--- src/rtl/truth_table_scanner_pkg.sv ---
// Shared types and defaults for the truth-table scanner: FSM state encoding,
// counter width and the table-width helper.
package truth_table_scanner_pkg;

  localparam int N_IN_DEF   = 3;
  localparam int SETTLE_DEF = 2;
  localparam int CNT_W      = 4;  // holds SETTLE-1 for SETTLE up to 15

  typedef enum logic [1:0] {
    IDLE   = 2'd0,
    DRIVE  = 2'd1,
    SAMPLE = 2'd2,
    DONE   = 2'd3
  } state_t;

  function automatic int table_width(input int n_in);
    return 1 << n_in;
  endfunction

endpackage

--- src/rtl/truth_table_scanner_settle_timer.sv ---
// Settle-window counter: clears on clr, counts while en, and flags terminal
// count when the current vector has been held for SETTLE cycles.
module settle_timer
  import truth_table_scanner_pkg::*;
#(
  parameter int SETTLE = SETTLE_DEF
) (
  input  logic clk,
  input  logic rst,
  input  logic clr,
  input  logic en,
  output logic tc
);

  logic [CNT_W-1:0] cnt;

  // NOTE: sequential state is written with non-blocking assignments only, so
  // every register samples its inputs as they were before the clock edge.
  always_ff @(posedge clk) begin
    if (rst || clr) begin
      cnt <= '0;
    end else if (en) begin
      cnt <= cnt + CNT_W'(1);
    end
  end

  assign tc = (cnt == CNT_W'(SETTLE - 1));

endmodule

--- src/rtl/truth_table_scanner.sv ---
// Truth-table scanner: walks {A,B,C} through every code, samples the gate
// output after a settle window and packs the result into table_q.
// Define TT_SCANNER_CHECK_EN to add the golden-table compare (expected,
// mismatch, err_cnt).
module truth_table_scanner
  import truth_table_scanner_pkg::*;
#(
  parameter int N_IN   = N_IN_DEF,
  parameter int SETTLE = SETTLE_DEF
) (
  input  logic                   clk,
  input  logic                   rst,
  input  logic                   start,
  output logic [N_IN-1:0]        vec,
  input  logic                   dut_out,
  output logic [(1<<N_IN)-1:0]   table_q,
  output logic                   busy,
  output logic                   done
`ifdef TT_SCANNER_CHECK_EN
  ,
  input  logic [(1<<N_IN)-1:0]   expected,
  output logic                   mismatch,
  output logic [N_IN:0]          err_cnt
`endif
);

  localparam int TW = table_width(N_IN);

  state_t          state;
  state_t          state_next;
  logic [N_IN-1:0] idx;
  logic            tc;
  logic            last;
  logic            accept;

  // A start arriving while the previous done pulse is still up is dropped,
  // so a held start re-arms one cycle after done.
  assign accept = (state == IDLE) && start && !done;
  assign last   = (idx == N_IN'(TW - 1));
  assign vec    = idx;
  assign busy   = (state == DRIVE) || (state == SAMPLE);

  settle_timer #(
    .SETTLE (SETTLE)
  ) u_settle_timer (
    .clk (clk),
    .rst (rst),
    .clr ((state == IDLE) || (state == SAMPLE)),
    .en  (state == DRIVE),
    .tc  (tc)
  );

  always_ff @(posedge clk) begin
    if (rst) begin
      state <= IDLE;
    end else begin
      state <= state_next;
    end
  end

  // NOTE: state_next gets a default before the case, so no path leaves it
  // unassigned and no latch is inferred.
  always_comb begin
    state_next = state;
    case (state)
      IDLE:    if (accept) state_next = DRIVE;
      DRIVE:   if (tc)     state_next = SAMPLE;
      SAMPLE:  state_next = last ? DONE : DRIVE;
      DONE:    state_next = IDLE;
      default: state_next = IDLE;
    endcase
  end

  always_ff @(posedge clk) begin
    if (rst) begin
      idx     <= '0;
      table_q <= '0;
      done    <= 1'b0;
    end else begin
      done <= (state == DONE);
      if (accept) begin
        idx     <= '0;
        table_q <= '0;
      end else if (state == SAMPLE) begin
        table_q[idx] <= dut_out;
        if (!last) idx <= idx + N_IN'(1);
      end
    end
  end

`ifdef TT_SCANNER_CHECK_EN
  // err_cnt accumulates bit differences as each sample lands; mismatch is
  // taken from the finished table so it is valid alongside done.
  always_ff @(posedge clk) begin
    if (rst) begin
      mismatch <= 1'b0;
      err_cnt  <= '0;
    end else if (accept) begin
      mismatch <= 1'b0;
      err_cnt  <= '0;
    end else if (state == SAMPLE) begin
      err_cnt <= err_cnt + (N_IN+1)'(dut_out != expected[idx]);
    end else if (state == DONE) begin
      mismatch <= (table_q != expected);
    end
  end
`endif

endmodule

--- config.mk ---
export PLATFORM = sky130hd
export DESIGN_NAME = truth_table_scanner
export DESIGN_NICKNAME = d
export VERILOG_FILES = /design/src/rtl/truth_table_scanner_pkg.sv /design/src/rtl/truth_table_scanner_settle_timer.sv /design/src/rtl/truth_table_scanner.sv
export SDC_FILE = /design/constraint.sdc
export NUM_CORES = 1
export LEC_CHECK = 0
export CAP_MARGIN = 10
export CORE_MARGIN = 2
export CORE_UTILIZATION = 25
export DETAILED_ROUTE_END_ITERATION = 16
export SETUP_SLACK_MARGIN = 0.1
export SYNTH_ARGS = -nofsm -noshare
export SYNTH_HDL_FRONTEND = slang
export SYNTH_SLANG_ARGS = --single-unit
--- constraint.sdc ---
create_clock -name clk -period 1.25 [get_ports clk]
set_input_delay 0.25 -clock clk [delete_from_list [all_inputs] [get_ports clk]]
set_output_delay 0.25 -clock clk [all_outputs]
set_load 0.05 [all_outputs]
==> results by group, run 1 <==
Outcome
  • Status: complete, but fails checks
  • Failing checks: negative setup slack

Clock network
  • Number of sinks on the clock net: 18
  • Clock slew at reported path FFs: 70 ps
  • Clock tree from TritonCTS: done
  • Clock Path Buffers: 2
  • Clock root cell: sky130_fd_sc_hd__clkbuf_8
  • Depth of the CTS H-tree: 1
  • Clock latency on the worst-skew pair: 250 ps
  • Number of CTS-inserted buffers: 3

Timing
  • Final total negative setup slack: -619.2 ps
  • Transition time at the pin with the least slew margin: 266.5 ps
  • Post-route clock period utilization: 110.1%
  • Final-report max-slew violation count: 0
  • Final Hold Violating Endpoints: 0
  • Highest attainable clock frequency: 0.7268 GHz
  • Post-route minimum period: 1376 ps
  • RSZ-0062 raised after global routing: true
  • Final setup violation count: 14
  • Relative slew slack: 82.18%
  • Worst Slack Setup Final: -126.0 ps
  • Clock Skew: 2.148 ps

Routing
  • Starting DRT DRC Count: 18
  • Detail Route Antenna Nets: 0
  • Routed vias: 741
  • Via-to-Cell Ratio: 4.283
  • Wire length reported by the detailed router: 2.032 mm
  • Final routed wire length divided by cell count: 11.75 um
  • Drt first pass iters: 4
  • Drc violations: 0

Run
  • Number of max-cap violations: 0

Placed design
  • Count of port buffers added during placement: 16
  • Place WS: -108.2 ps
  • Standard cell area after detailed placement: 1403 um2
  • HPWL after detailed placement: 1.372 mm
  • Post-Place Cells: 159
  • Global placer's final weighted congestion: 0.7594

Die
  • Total die area: 4249 um2
  • Effective utilization at floorplan: 25.76%
  • Core region area: 3633 um2
  • Number of ports placed on the die boundary: 17
  • Die width: 65.19 um
  • Die height: 65.19 um
  • Number of core rows: 22

Global route
  • Wire length of the first global-routing pass: 3.298 mm
  • Overflow left after global routing: 0
  • Maximum number of pins on one net before global-route repair: 13
  • Total track usage: 10.06%
  • Via count of the first global-routing pass: 724
  • Number of antenna violations at the first check in global routing: 0

Yosys
  • Post-synthesis cell type count: 25
  • Net count of the mapped netlist: 105
  • Area share of the leading cell type in the synthesized netlist: 38.50%
  • Yosys warning total: 0
  • Top cell type by total area after synthesis: sky130_fd_sc_hd__dfxtp_1
  • Synth Instances: 92
  • Average footprint of a synthesized cell: 10.17 um2
  • Main area contributors after synthesis: sky130_fd_sc_hd__dfxtp_1 (39%), sky130_fd_sc_hd__ha_1 (12%), sky130_fd_sc_hd__mux2i_1 (12%)
  • Number of enable flip-flop cells after synthesis: 0
  • Flip-flop and latch count after synthesis: 18
  • Post-synth ARST share: 0%
  • Post-synthesis instance area: 935.9 um2
  • Post-synthesis sequential area ratio: 38.50%
  • Commonest register cell after synthesis: sky130_fd_sc_hd__dfxtp_1

Layout
  • Fill count: 360
  • Final standard cell count with taps included and fillers excluded: 173
  • Share of layout cells above drive strength 1: 50.40%
  • Layout Nets: 139
  • Diode insertion count for antenna repair: 0
  • Final standard cell area without fillers: 1608 um2
  • Signed area change from the synthesized netlist to the final layout: 71.79%

Hold path
  • Min-delay worst type: register to register

Setup path
  • Critical path data required time: 1000 ps
  • Critical Path Start Type: register
  • Category of the most critical setup path: register to primary output
  • Critical Path Fanout Max: 2
  • Critical Path AT: 1130 ps
  • Sort of element at the end of the critical path: primary output

Pwr
  • Power per cell area: 1432 nW/um2
  • Static Leak: 0.6373 nW
  • Maximum VDD drop: 0.001242 V
  • Power after layout: 2.302 mW
[cell type report]
cell class	instances	area, um2	area share [%]
multi-input combinational	63	614.3	38.21
tap	48	60.06	3.735
timing repair buffer	36	485.5	30.19
clock buffer	4	55.05	3.424
sequential	18	377.9	23.50
inverter	4	15.01	0.9339
[cell usage after synthesis, types with 2 or more instances]
cell                        n
sky130_fd_sc_hd__ha_1       9
sky130_fd_sc_hd__and4bb_1   3
sky130_fd_sc_hd__nand4_1    2
sky130_fd_sc_hd__xor2_1     2
sky130_fd_sc_hd__nand2b_1   2
sky130_fd_sc_hd__xnor2_1    2
sky130_fd_sc_hd__inv_1      4
sky130_fd_sc_hd__mux2i_1   11
sky130_fd_sc_hd__dfxtp_1   18
sky130_fd_sc_hd__o21bai_1   2
sky130_fd_sc_hd__nand4b_1   3
sky130_fd_sc_hd__buf_2      7
sky130_fd_sc_hd__nor2_1    15
[worst paths after layout]
check / startpoint / to / slack [ps] / cells after the start
worst max-delay path: state[0] / busy / -130 / 4
worst min register to register: u_settle_timer.cnt[3] / u_settle_timer.cnt[3] / 540 / 2
worst max register to register: u_settle_timer.cnt[1] / state[0] / -110 / 5
worst min-delay path: u_settle_timer.cnt[3] / u_settle_timer.cnt[3] / 540 / 2
[report_power, final]
part / switching, mW / leakage (nW) / internal [mW]
clock network: 0.192 / 0.0288 / 0.279
logic: 0.539 / 0.458 / 0.623
registers: 0.0439 / 0.150 / 0.624
[metal layers]
layer	vias to the layer above	routed length, um	global-route usage [%]
li1	379	-	-
met1	349	929	12.96
met2	11	1014	15.82
met3	2	54	1.884
met4	0	34	5.469
met5	-	0	0
[cells in the final DEF, fill, tap and decap left out, types with 2 or more instances in the layout]
master / count
sky130_fd_sc_hd__nand4b_1: 3
sky130_fd_sc_hd__mux2i_1: 11
sky130_fd_sc_hd__nor2_1: 15
sky130_fd_sc_hd__clkbuf_8: 4
sky130_fd_sc_hd__nand4_1: 2
sky130_fd_sc_hd__xnor2_1: 2
sky130_fd_sc_hd__dfxtp_1: 10
sky130_fd_sc_hd__buf_4: 12
sky130_fd_sc_hd__ha_1: 3
sky130_fd_sc_hd__buf_8: 2
sky130_fd_sc_hd__nand2b_1: 2
sky130_fd_sc_hd__dfxtp_2: 5
sky130_fd_sc_hd__buf_12: 13
sky130_fd_sc_hd__xor2_1: 2
sky130_fd_sc_hd__clkdlybuf4s50_1: 3
sky130_fd_sc_hd__dfxtp_4: 3
sky130_fd_sc_hd__and4bb_1: 3
sky130_fd_sc_hd__buf_6: 4
sky130_fd_sc_hd__inv_2: 4
sky130_fd_sc_hd__ha_4: 5
[kinds of logic (layout without fill, tap and decap cells)]
kind of cell / Yosys count / in the layout / share of synthesized area [%]
AOI/OAI and AO/OA: 6 / 6 / 5.748
muxes: 11 / 11 / 11.77
xor gates and xnor gates: 4 / 4 / 3.744
and+or+nand+nor: 33 / 33 / 22.86
DFF: 18 / 18 / 38.50
adders and majority gates: 9 / 9 / 12.03
buffers and inverters: 11 / 44 / 5.347
[state kept, by name, summed over array words and instances (netlist names)]
signal,cells
u_settle_timer.cnt,4
vec,3
done,1
state,2
table_q,8
[metrics by stage]
stage / hold slack, ps / utilization [%]
global placement: 506.4 / 38.60
CTS: 529.6 / 42.01
finish: 539.1 / 44.25
detailed placement: 511.0 / 38.60
global route: 568.0 / 44.25
floorplan: 314.2 / -
[critical path, cell delays in order (launching register included)]
cell	delay [ps]
sky130_fd_sc_hd__dfxtp_2	340
sky130_fd_sc_hd__inv_2	40
sky130_fd_sc_hd__buf_6	110
sky130_fd_sc_hd__ha_4	260
sky130_fd_sc_hd__buf_12	120
[timing repair]
| action | CTS | global route |
|---|---|---|
| pin swaps | 5 | 8 |
| gates cloned | 1 | 1 |
| hold buffers | 0 | 0 |
| buffers inserted | 2 | 6 |
| gates resized for setup | 14 | 5 |
| setup endpoints to repair | 20 | 20 |
Power figures use the tool's default switching activity.
==> inputs of run 2 (changes only) <==
Settings changed: ABC_AREA set to 0.
==> results of run 2 <==
Same layout as run 1: the final DEF is identical, and so are final timing and power.
